===== config.mk =====
export PLATFORM = sky130hd
export DESIGN_NAME = vga_sync_gen
export DESIGN_NICKNAME = d
export VERILOG_FILES = /design/src/rtl/vga_timing_pkg.sv /design/src/rtl/vga_axis_counter.sv /design/src/rtl/vga_sync_gen.sv
export SDC_FILE = /design/constraint.sdc
export NUM_CORES = 1
export LEC_CHECK = 0
export ABC_AREA = 1
export ABC_CLOCK_PERIOD_IN_PS = 2200
export BUFFER_PORTS_ARGS = -buffer_cell sky130_fd_sc_hd__buf_2
export CORE_MARGIN = 1
export CORE_UTILIZATION = 30
export DETAILED_ROUTE_END_ITERATION = 6
export PLACE_DENSITY_LB_ADDON = 0.12
export SKIP_CTS_REPAIR_TIMING = 1
export SLEW_MARGIN = 15
export SYNTH_ARGS = -nofsm -noshare
export SYNTH_HDL_FRONTEND = slang
export SYNTH_SLANG_ARGS = --single-unit

===== constraint.sdc =====
create_clock -name vgaCLK -period 2.2 [get_ports vgaCLK]
set_input_delay 0.22 -clock vgaCLK [delete_from_list [all_inputs] [get_ports vgaCLK]]
set_output_delay 0.22 -clock vgaCLK [all_outputs]
set_load 0.005 [all_outputs]

===== src/rtl/vga_timing_pkg.sv =====
`default_nettype none
// ============================================================================
//  Module   : vga_timing_pkg
//  Purpose  : 640x480@60 timing constants, phase encoding and the colour-bar
//             palette shared by the VGA sync generator.
//  Revision : 1.0  initial release
// ============================================================================
package vga_timing_pkg;

    localparam int H_ACTIVE = 640;
    localparam int H_FP     = 16;
    localparam int H_SYNC   = 96;
    localparam int H_BP     = 48;
    localparam int H_TOTAL  = H_ACTIVE + H_FP + H_SYNC + H_BP;

    localparam int V_ACTIVE = 480;
    localparam int V_FP     = 10;
    localparam int V_SYNC   = 2;
    localparam int V_BP     = 33;
    localparam int V_TOTAL  = V_ACTIVE + V_FP + V_SYNC + V_BP;

    localparam int H_SYNC_START = H_ACTIVE + H_FP;
    localparam int H_SYNC_END   = H_SYNC_START + H_SYNC - 1;
    localparam int V_SYNC_START = V_ACTIVE + V_FP;
    localparam int V_SYNC_END   = V_SYNC_START + V_SYNC - 1;

    typedef enum logic [1:0] {
        ACTIVE = 2'd0,
        FRONT  = 2'd1,
        SYNC   = 2'd2,
        BACK   = 2'd3
    } vga_phase_t;

    // 4:4:4 palette, R in [11:8], G in [7:4], B in [3:0]
    function automatic logic [11:0] bar_colour(input logic [2:0] idx);
        logic [11:0] col;
        col = 12'h000;
        case (idx)
            3'd0:    col = 12'hFFF;
            3'd1:    col = 12'hFF0;
            3'd2:    col = 12'h0FF;
            3'd3:    col = 12'h0F0;
            3'd4:    col = 12'hF0F;
            3'd5:    col = 12'hF00;
            3'd6:    col = 12'h00F;
            default: col = 12'h000;
        endcase
        return col;
    endfunction

endpackage
`default_nettype wire


===== src/rtl/vga_axis_counter.sv =====
`default_nettype none
// ============================================================================
//  Module   : vga_axis_counter
//  Purpose  : One timing axis: wrapping position counter plus the
//             ACTIVE/FRONT/SYNC/BACK phase machine that tracks it.
//  Revision : 1.0  initial release
// ============================================================================
module vga_axis_counter
    import vga_timing_pkg::*;
#(
    parameter int ACTIVE_LEN = 640,
    parameter int FP_LEN     = 16,
    parameter int SYNC_LEN   = 96,
    parameter int BP_LEN     = 48
) (
    input  logic       clk,
    input  logic       rst,
    input  logic       i_en,
    output logic [9:0] o_count,
    output logic       o_wrap,
    output vga_phase_t o_phase
);

    localparam logic [9:0] c_active_last = 10'(ACTIVE_LEN - 1);
    localparam logic [9:0] c_front_last  = 10'(ACTIVE_LEN + FP_LEN - 1);
    localparam logic [9:0] c_sync_last   = 10'(ACTIVE_LEN + FP_LEN + SYNC_LEN - 1);
    localparam logic [9:0] c_total_last  = 10'(ACTIVE_LEN + FP_LEN + SYNC_LEN + BP_LEN - 1);

    logic [9:0] r_count;
    logic [9:0] w_count_next;
    vga_phase_t r_phase;
    vga_phase_t w_phase_next;

    assign o_wrap  = i_en && (r_count == c_total_last);
    assign o_count = r_count;
    assign o_phase = r_phase;

    always_ff @(posedge clk) begin
        if (rst) begin
            r_count <= 10'd0;
            r_phase <= ACTIVE;
        end else begin
            r_count <= w_count_next;
            r_phase <= w_phase_next;
        end
    end

    // Phase changes on the same edge the count crosses into the next region
    always_comb begin
        w_count_next = r_count;
        w_phase_next = r_phase;
        if (i_en) begin
            w_count_next = o_wrap ? 10'd0 : r_count + 10'd1;
            case (r_phase)
                ACTIVE:  if (r_count == c_active_last) w_phase_next = FRONT;
                FRONT:   if (r_count == c_front_last)  w_phase_next = SYNC;
                SYNC:    if (r_count == c_sync_last)   w_phase_next = BACK;
                BACK:    if (r_count == c_total_last)  w_phase_next = ACTIVE;
                default: w_phase_next = ACTIVE;
            endcase
        end
    end

endmodule
`default_nettype wire


===== src/rtl/vga_sync_gen.sv =====
`default_nettype none
// ============================================================================
//  Module   : vga_sync_gen
//  Purpose  : 640x480@60 VGA timing generator with registered sync, video
//             window, pixel coordinates and line/frame strobes.
//             Define VGA_TEST_PATTERN_EN for the 8-bar colour test pattern.
//  Revision : 1.0  initial release
// ============================================================================
module vga_sync_gen
    import vga_timing_pkg::*;
#(
    parameter int H_ACTIVE = vga_timing_pkg::H_ACTIVE,
    parameter int H_FP     = vga_timing_pkg::H_FP,
    parameter int H_SYNC   = vga_timing_pkg::H_SYNC,
    parameter int H_BP     = vga_timing_pkg::H_BP,
    parameter int V_ACTIVE = vga_timing_pkg::V_ACTIVE,
    parameter int V_FP     = vga_timing_pkg::V_FP,
    parameter int V_SYNC   = vga_timing_pkg::V_SYNC,
    parameter int V_BP     = vga_timing_pkg::V_BP,
    parameter bit SYNC_POL = 1'b0
) (
    input  logic        vgaCLK,
    input  logic        reset,
    output logic        hsync,
    output logic        vsync,
    output logic        video_on,
    output logic [9:0]  pixel_x,
    output logic [9:0]  pixel_y,
    output logic        line_start,
    output logic        frame_start,
    output logic [11:0] rgb
);

    logic [9:0]  w_h_cnt;
    logic [9:0]  w_v_cnt;
    logic        w_h_wrap;
    logic        w_v_wrap_unused;
    vga_phase_t  w_h_phase;
    vga_phase_t  w_v_phase;
    logic        w_video_next;
    logic [11:0] w_rgb_next;

    logic        r_hsync;
    logic        r_vsync;
    logic        r_video_on;
    logic [9:0]  r_pixel_x;
    logic [9:0]  r_pixel_y;
    logic        r_line_start;
    logic        r_frame_start;
    logic [11:0] r_rgb;

    vga_axis_counter #(
        .ACTIVE_LEN (H_ACTIVE),
        .FP_LEN     (H_FP),
        .SYNC_LEN   (H_SYNC),
        .BP_LEN     (H_BP)
    ) u_h_axis (
        .clk     (vgaCLK),
        .rst     (reset),
        .i_en    (1'b1),
        .o_count (w_h_cnt),
        .o_wrap  (w_h_wrap),
        .o_phase (w_h_phase)
    );

    vga_axis_counter #(
        .ACTIVE_LEN (V_ACTIVE),
        .FP_LEN     (V_FP),
        .SYNC_LEN   (V_SYNC),
        .BP_LEN     (V_BP)
    ) u_v_axis (
        .clk     (vgaCLK),
        .rst     (reset),
        .i_en    (w_h_wrap),
        .o_count (w_v_cnt),
        .o_wrap  (w_v_wrap_unused),
        .o_phase (w_v_phase)
    );

    assign w_video_next = (w_h_phase == ACTIVE) && (w_v_phase == ACTIVE);

`ifdef VGA_TEST_PATTERN_EN
    logic [2:0] w_bar;
    assign w_bar      = 3'(w_h_cnt / 10'd80);
    assign w_rgb_next = w_video_next ? bar_colour(w_bar) : 12'h000;
`else
    assign w_rgb_next = 12'h000;
`endif

    // Every output is decoded from the same counter snapshot, one cycle late
    always_ff @(posedge vgaCLK) begin
        if (reset) begin
            r_hsync       <= ~SYNC_POL;
            r_vsync       <= ~SYNC_POL;
            r_video_on    <= 1'b0;
            r_pixel_x     <= 10'd0;
            r_pixel_y     <= 10'd0;
            r_line_start  <= 1'b0;
            r_frame_start <= 1'b0;
            r_rgb         <= 12'h000;
        end else begin
            r_hsync       <= (w_h_phase == SYNC) ? SYNC_POL : ~SYNC_POL;
            r_vsync       <= (w_v_phase == SYNC) ? SYNC_POL : ~SYNC_POL;
            r_video_on    <= w_video_next;
            r_pixel_x     <= w_h_cnt;
            r_pixel_y     <= w_v_cnt;
            r_line_start  <= (w_h_cnt == 10'd0);
            r_frame_start <= (w_h_cnt == 10'd0) && (w_v_cnt == 10'd0);
            r_rgb         <= w_rgb_next;
        end
    end

    assign hsync       = r_hsync;
    assign vsync       = r_vsync;
    assign video_on    = r_video_on;
    assign pixel_x     = r_pixel_x;
    assign pixel_y     = r_pixel_y;
    assign line_start  = r_line_start;
    assign frame_start = r_frame_start;
    assign rgb         = r_rgb;

endmodule
`default_nettype wire


==> run summary, run 1 <==
Result of the run: finished, final reports clean
Critical path's slowest cell: sky130_fd_sc_hd__dfxtp_1
Min Tclk post-route: 1.68 ns
Die width: 90.1 µm
Wire length of the first global-routing pass: 8.46 mm
Fraction of layout instances using a drive strength above 1: 15.5%
Worst hold endpoint: u_v_axis.o_count[9]
Detailed router's first-iteration violation count: 67
Arrival time of data at the critical path endpoint: 1.89 ns
FF+latch count, synth: 49
FF-to-FF End: u_v_axis.o_phase[1]
Setup_tns: 0 ns
Number of standard cells after synthesis: 299
NumNets Final: 343
Crit end category: flop
Num CTS Buffers: 5
Final period util: 76.4%
Worst setup slack before clock tree synthesis: 0.567 ns
Synthesized area per cell: 7.78 µm²
Cells taking the most area after synthesis: sky130_fd_sc_hd__dfxtp_1, sky130_fd_sc_hd__nor2_1, sky130_fd_sc_hd__nand2_1
Vias/cell: 4.32
EDFF count, synth: 0
Met3 wire length: 150 µm
CTS sink count: 49
Fmax: 595 MHz
Unrepaired setup endpoints after global routing: false
Count of endpoints failing hold in the final timing report: 0
Util after Layout: 35.4%
Total global routing overflow: 0
Cell depth of the worst hold path: 3
Netlist Area Pre-Place: 2330 µm²
Most numerous cell on the critical path: sky130_fd_sc_hd__nand2_1
IR drop worst, VDD: 0.188 mV
Type of the setup path with the least slack: reg -> reg
Average wire per standard cell: 11.4 µm
Die H: 90.1 µm
Post-detailed-route count of antenna-violating nets: 0
Clock transition at the registers of the reported paths: 0.10 ns
Number of iterations in the first detailed-routing pass: 4
Diode count: 0
Row count: 31
Placer Congestion: 0.763
Max-Cap Viols: 0
Worst setup slack for register-to-register paths: 0.52 ns
Start point of the worst hold path: reset
Buffers on Ports: 26
Root buffer selected by CTS: sky130_fd_sc_hd__clkbuf_8
Detailed-route wire length on metal 1: 2.58 mm
Total placed instance area: 2520 µm²
Worst setup skew after layout: 0.0127 ns
Yosys warning count: 0
Routed wire length on met2: 2.05 mm
Initial Util: 31.6%
Post-synth top area share: 42.2%
Launch point of the worst reg-to-reg path: u_v_axis.o_count[0]
Final Slew Violations: 0
Via count of the first global-routing pass: 1825
Static leakage: 1.18 nW
Buffer and inverter count on the worst path: 1
Full die area: 8110 µm²
Finished layout cell area: 2610 µm²
Vias after detailed routing: 1847
Maximum number of pins on one net before global-route repair: 26
Cell type with the largest total area after synthesis: sky130_fd_sc_hd__dfxtp_1
Insertion delay to the later sink of the worst-skew pair: 0.32 ns
Worst path top cell family by delay: simple AND/OR/NAND/NOR gates
Commonest non-fill, non-tap cell in the layout: sky130_fd_sc_hd__nor2_1
Total power per unit cell area: 582 nW/µm²
Part of the Yosys area used for sequential elements: 42.2%
Worst Hold Class: in -> reg
Global-route usage over all layers: 13.1%
Startpoint Class: flop
Final setup violation count: 0
Cells on worst reg2reg path: 11
Sum of internal, switching and leakage power: 1.52 mW
Highest net fanout along the worst path: 7
Remaining routing DRC violations: 0
Min setup slack post-route: 0.520 ns
HPWL after DPL: 3.70 mm
Endpoint required time on the critical path: 2.41 ns
Layout Area Growth over Synthesis: 12.3%
Count of pins on the block boundary: 39
Commonest non-fill, non-tap cells in the layout: sky130_fd_sc_hd__nor2_1, sky130_fd_sc_hd__nand2_1, sky130_fd_sc_hd__dfxtp_1, sky130_fd_sc_hd__inv_1, sky130_fd_sc_hd__buf_2
Antenna violations before repair: 0
Most used flip-flop cell after synthesis: sky130_fd_sc_hd__dfxtp_1
Ys async rst share: 0%
Buffer levels on the longest clock path: 2
Clock tree from TritonCTS: yes
Worst path cell trace: inv_1 -> ha_1 -> nand2_1 -> nor2_1 -> nand3_1 -> nand2_1 -> nand3_1 -> nor2_2 -> nand2_1 -> nand2_1 -> nor2_1
Wire length reported by the detailed router: 4.88 mm
Maximum level of the CTS H-tree: 2
Area of the core: 7370 µm²
Cell variety after synth: 33
Highest signal layer in the routed design: met4
CP peak stage delay: 0.39 ns
## synth_stat cells (all sizes together) (4+ instances only)
cell type	number
o21a	4
xor2	6
nand4	7
nand3	18
dfxtp	49
nand2	53
a21oi	10
nor2	63
inv	37
nor3	11
ha	13
buf	14
## metrics by stage
stage	std cells	hold slack, ns
after floorplan	310	0.430
after global placement	420	0.444
after detailed placement	420	0.476
after CTS	428	0.371
after global routing	428	0.393
final	428	0.362
## where the power goes
part | internal [mW] | switching, mW
combinational | 0.0184 | 0.0364
clock | 0.226 | 0.332
sequential | 0.898 | 0.00734
total | 1.14 | 0.376
## cell families (layout without fill, tap and decap cells)
family,Yosys count,in the layout,share of synthesized area (%)
AO/OA/AOI/OAI,18,18,4.90
other,1,12,0.161
XOR/XNOR,6,6,2.26
AND/OR/NAND/NOR,157,157,32.5
flip-flops,49,49,42.2
buffers and inverters,55,74,11.0
adder cells (fa/ha/maj),13,13,6.99
## worst reg2reg max path, stage by stage (launching register included)
cell and delay, ns:
sky130_fd_sc_hd__dfxtp_1 0.39, sky130_fd_sc_hd__inv_1 0.12, sky130_fd_sc_hd__ha_1 0.17, sky130_fd_sc_hd__nand2_1 0.05, sky130_fd_sc_hd__nor2_1 0.13, sky130_fd_sc_hd__nand3_1 0.18
sky130_fd_sc_hd__nand2_1 0.13, sky130_fd_sc_hd__nand3_1 0.09, sky130_fd_sc_hd__nor2_2 0.14, sky130_fd_sc_hd__nand2_1 0.07, sky130_fd_sc_hd__nand2_1 0.05, sky130_fd_sc_hd__nor2_1 0.06
## flip-flops by register name, summed over array words and instances (netlist names), 2 cells and up
signal / cells
pixel_y: 10
u_v_axis.o_count: 10
u_v_axis.o_phase: 2
pixel_x: 10
u_h_axis.o_phase: 2
u_h_axis.o_count: 10
## layout make-up
type,count,area (µm²)
Fill cell,803,4760
Multi-Input combinational cell,206,1130
Sequential cell,49,981
Inverter,39,148
Timing Repair Buffer,27,138
Tap cell,99,124
Clock buffer,5,68.8
Clock inverter,3,21.3
## how the worst max path moves through the flow
stage,startpoint,end,cells after the start
final,u_v_axis.o_count[0],u_v_axis.o_phase[1],11
after global routing,u_v_axis.o_count[1],u_v_axis.o_phase[1],11
after detailed placement,u_v_axis.o_count[1],u_v_axis.o_phase[1],11
after CTS,u_v_axis.o_count[0],u_v_axis.o_phase[1],11
after global placement,u_v_axis.o_count[1],u_v_axis.o_phase[1],11
after floorplan,u_v_axis.o_count[0],u_v_axis.o_phase[1],11
## per-layer routing
layer  GRT usage (%)  up-vias
met5               0        -
met4            5.65        0
met3            2.12        8
met2            20.4       40
met1            17.7      830
li1                -      969
Note: power is estimated with default switching activity, not from simulation.
==> inputs of run 2 (changes only) <==
--- a/config.mk
+++ b/config.mk
@@ -5,8 +5,8 @@
 export SDC_FILE = /design/constraint.sdc
 export NUM_CORES = 1
 export LEC_CHECK = 0
-export ABC_AREA = 1
-export ABC_CLOCK_PERIOD_IN_PS = 2200
+export ABC_AREA = 0
+export ABC_CLOCK_PERIOD_IN_PS = 1600
 export BUFFER_PORTS_ARGS = -buffer_cell sky130_fd_sc_hd__buf_2
 export CORE_MARGIN = 1
 export CORE_UTILIZATION = 30
==> constraint.sdc (replaced) <==
create_clock -name vgaCLK -period 1.6 [get_ports vgaCLK]
set_input_delay 0.16 -clock vgaCLK [delete_from_list [all_inputs] [get_ports vgaCLK]]
set_output_delay 0.16 -clock vgaCLK [all_outputs]
set_load 0.005 [all_outputs]
==> run summary, run 2 <==
Layout fillers: 700 (was 803)
Number of iterations in the first detailed-routing pass: 4 (unchanged)
Unrepaired setup endpoints after global routing: true (was false)
Buffer and inverter count on the worst path: 0 (was 1)
Placer Congestion: 0.747 (was 0.763)
Final period util: 116% (was 76.4%)
Critical path's slowest cell: sky130_fd_sc_hd__or4_4 (was sky130_fd_sc_hd__dfxtp_1)
Crit end category: flop (unchanged)
Global-route usage over all layers: 12.9% (was 13.1%)
Buffer levels on the longest clock path: 2 (unchanged)
Post-detailed-route count of antenna-violating nets: 0 (unchanged)
Endpoint required time on the critical path: 1.81 ns (was 2.41 ns)
Count of endpoints failing hold in the final timing report: 0 (unchanged)
Static leakage: 1.31 nW (was 1.18 nW)
Initial Util: 31.1% (was 31.6%)
Wire length of the first global-routing pass: 7.34 mm (was 8.46 mm)
Type of the setup path with the least slack: reg -> reg (unchanged)
Area of the multi-input gates: 1120 µm² (was 1130 µm²)
Vias after detailed routing: 1680 (was 1847)
Fmax: 537 MHz (was 595 MHz)
Arrival time of data at the critical path endpoint: 2.07 ns (was 1.89 ns)
CTS sink count: 49 (unchanged)
Die H: 85.9 µm (was 90.1 µm)
Most used flip-flop cell after synthesis: sky130_fd_sc_hd__dfxtp_1 (unchanged)
Root buffer selected by CTS: sky130_fd_sc_hd__clkbuf_8 (unchanged)
Yosys warning count: 0 (unchanged)
Number of standard cells after synthesis: 223 (was 299)
Full die area: 7380 µm² (was 8110 µm²)
Min setup slack post-route: -0.261 ns (was 0.520 ns)
Total global routing overflow: 0 (unchanged)
CP peak stage delay: 0.42 ns (was 0.39 ns)
Cells taking the most area after synthesis: sky130_fd_sc_hd__dfxtp_1, sky130_fd_sc_hd__ha_1, sky130_fd_sc_hd__nor2_1 (was sky130_fd_sc_hd__dfxtp_1, sky130_fd_sc_hd__nor2_1, sky130_fd_sc_hd__nand2_1)
Most frequent cells after synthesis: sky130_fd_sc_hd__dfxtp_1, sky130_fd_sc_hd__nor2_1, sky130_fd_sc_hd__nor2b_1 (was sky130_fd_sc_hd__nor2_1, sky130_fd_sc_hd__nand2_1, sky130_fd_sc_hd__dfxtp_1)
Min Tclk post-route: 1.86 ns (was 1.68 ns)
Antenna violations before repair: 0 (unchanged)
Total power per unit cell area: 828 nW/µm² (was 582 nW/µm²)
Post-synth top area share: 46.5% (was 42.2%)
Clock tree from TritonCTS: yes (unchanged)
Hold WS: 0.201 ns (was 0.362 ns)
Ys async rst share: 0% (unchanged)
Cell variety after synth: 38 (was 33)
FF+latch count, synth: 49 (unchanged)
Die width: 85.9 µm (was 90.1 µm)
Highest net fanout along the worst path: 4 (was 7)
Detailed router's first-iteration violation count: 31 (was 67)
NumNets Final: 314 (was 343)
Remaining routing DRC violations: 0 (unchanged)
Result of the run: finished, violations left (was finished, final reports clean)
Row count: 30 (was 31)
Failing checks: setup timing
Clock transition at the registers of the reported paths: 0.09 ns (was 0.10 ns)
Via count of the first global-routing pass: 1646 (was 1825)
Startpoint Class: flop (unchanged)
HPWL after DPL: 3.33 mm (was 3.70 mm)
Register Area: 990 µm² (was 981 µm²)
Final Slew Violations: 0 (unchanged)
EDFF count, synth: 0 (unchanged)
Insertion delay to the later sink of the worst-skew pair: 0.31 ns (was 0.32 ns)
Netlist Area Pre-Place: 2110 µm² (was 2330 µm²)
Layout Area Growth over Synthesis: 39.7% (was 12.3%)
Max-Cap Viols: 0 (unchanged)
Total placed instance area: 2670 µm² (was 2520 µm²)
IR drop worst, VDD: 0.358 mV (was 0.188 mV)
Num CTS Buffers: 5 (unchanged)
Diode count: 0 (unchanged)
Wire length reported by the detailed router: 4.44 mm (was 4.88 mm)
Maximum number of pins on one net before global-route repair: 18 (was 26)
Worst path cell trace: or3b_4 -> or3_4 -> or4_4 -> xor2_1 -> nor2_2 (was inv_1 -> ha_1 -> nand2_1 -> nor2_1 -> nand3_1 -> nand2_1 -> nand3_1 -> nor2_2 -> nand2_1 -> nand2_1 -> nor2_1)
Worst Hold Class: in -> reg (unchanged)
Sum of internal, switching and leakage power: 2.44 mW (was 1.52 mW)
Fraction of layout instances using a drive strength above 1: 37.0% (was 15.5%)
Synthesized area per cell: 9.47 µm² (was 7.78 µm²)
Maximum level of the CTS H-tree: 2 (unchanged)
Commonest non-fill, non-tap cell in the layout: sky130_fd_sc_hd__buf_4 (was sky130_fd_sc_hd__nor2_1)
Part of the Yosys area used for sequential elements: 46.5% (was 42.2%)
Commonest non-fill, non-tap cells in the layout: sky130_fd_sc_hd__buf_4, sky130_fd_sc_hd__dfxtp_1, sky130_fd_sc_hd__nor2_1, sky130_fd_sc_hd__buf_2, sky130_fd_sc_hd__nor2b_1 (was sky130_fd_sc_hd__nor2_1, sky130_fd_sc_hd__nand2_1, sky130_fd_sc_hd__dfxtp_1, sky130_fd_sc_hd__inv_1, sky130_fd_sc_hd__buf_2)
Final setup violation count: 15 (was 0)
Most frequent cell after synthesis: sky130_fd_sc_hd__dfxtp_1 (was sky130_fd_sc_hd__nor2_1)
Worst path top cell family by delay: simple AND/OR/NAND/NOR gates (unchanged)
Cell type with the largest total area after synthesis: sky130_fd_sc_hd__dfxtp_1 (unchanged)
Vias/cell: 4.24 (was 4.32)
Average wire per standard cell: 11.2 µm (was 11.4 µm)
Count of pins on the block boundary: 39 (unchanged)
Worst setup skew after layout: 0.00664 ns (was 0.0127 ns)
Buffers on Ports: 26 (unchanged)
Finished layout cell area: 2950 µm² (was 2610 µm²)
Area of the core: 6790 µm² (was 7370 µm²)
## run 2: changes by cell type in the layout (fill, tap and decap cells not counted), sizes merged, moves of 13 or more
| cell | previous run | this run |
|---|---|---|
| nor2b | 0 | 16 |
| nand3 | 18 | 5 |
| nor2 | 63 | 29 |
| buf | 27 | 78 |
| nand2 | 53 | 6 |
| inv | 38 | 12 |
## run 2: worst paths after layout
| kind | from | end | slack (ns) | cells after the start |
|---|---|---|---|---|
| setup / recovery | u_h_axis.o_count[6] | u_v_axis.o_count[9] | -0.26 | 5 |
| hold reg to reg | u_v_axis.o_phase[0] | u_v_axis.o_phase[0] | 0.52 | 2 |
| setup reg to reg | u_h_axis.o_count[6] | u_v_axis.o_count[9] | -0.26 | 5 |
| hold / removal | reset | pixel_y[1] | 0.20 | 2 |
## run 2: report_power, final
| part | total (mW) | internal [mW] | switching, mW | leakage [nW] |
|---|---|---|---|---|
| registers | 1.27 | 1.25 | 0.0168 | 0.400 |
| clock network | 0.925 | 0.510 | 0.415 | 0.0585 |
| logic | 0.249 | 0.126 | 0.123 | 0.848 |
## run 2: area by class of cell
class | instances | share of cell area (%)
tap | 96 | 4.07
multi-input combinational | 153 | 38.0
clock buffer | 7 | 2.93
timing repair buffer | 78 | 18.9
clock inverter | 1 | 1.02
inverter | 12 | 1.53
sequential | 49 | 33.6
## run 2: cell families (layout without fill, tap and decap cells)
family / Yosys count / after routing / share of synthesized area [%]
adders and majority gates: 13 / 13 / 7.71
buffers and inverters: 32 / 98 / 7.88
muxes: 3 / 3 / 1.42
xor gates and xnor gates: 16 / 16 / 6.64
DFF: 49 / 49 / 46.5
and+or+nand+nor: 95 / 95 / 24.5
AOI/OAI and AO/OA: 14 / 14 / 5.16
other: 1 / 12 / 0.178
## run 2: routing by layer
metal | vias to the layer above | wire length [µm] | GRT usage (%)
met5 | - | 0 | 0
met4 | 0 | 80 | 6.52
met3 | 8 | 110 | 2.89
met2 | 24 | 2330 | 23.3
met1 | 785 | 1920 | 14.1
li1 | 863 | - | -
## run 2: metrics by stage
step,TNS (ns),worst slack [ns],cells,utilization (%)
after floorplan,-0.855,-0.259,234,-
after global placement,-2.09,-0.237,383,39.3
after detailed placement,-2.42,-0.264,383,39.3
after CTS,-2.60,-0.274,391,41.0
after global routing,-3.15,-0.308,396,43.4
final,-2.01,-0.261,396,43.4
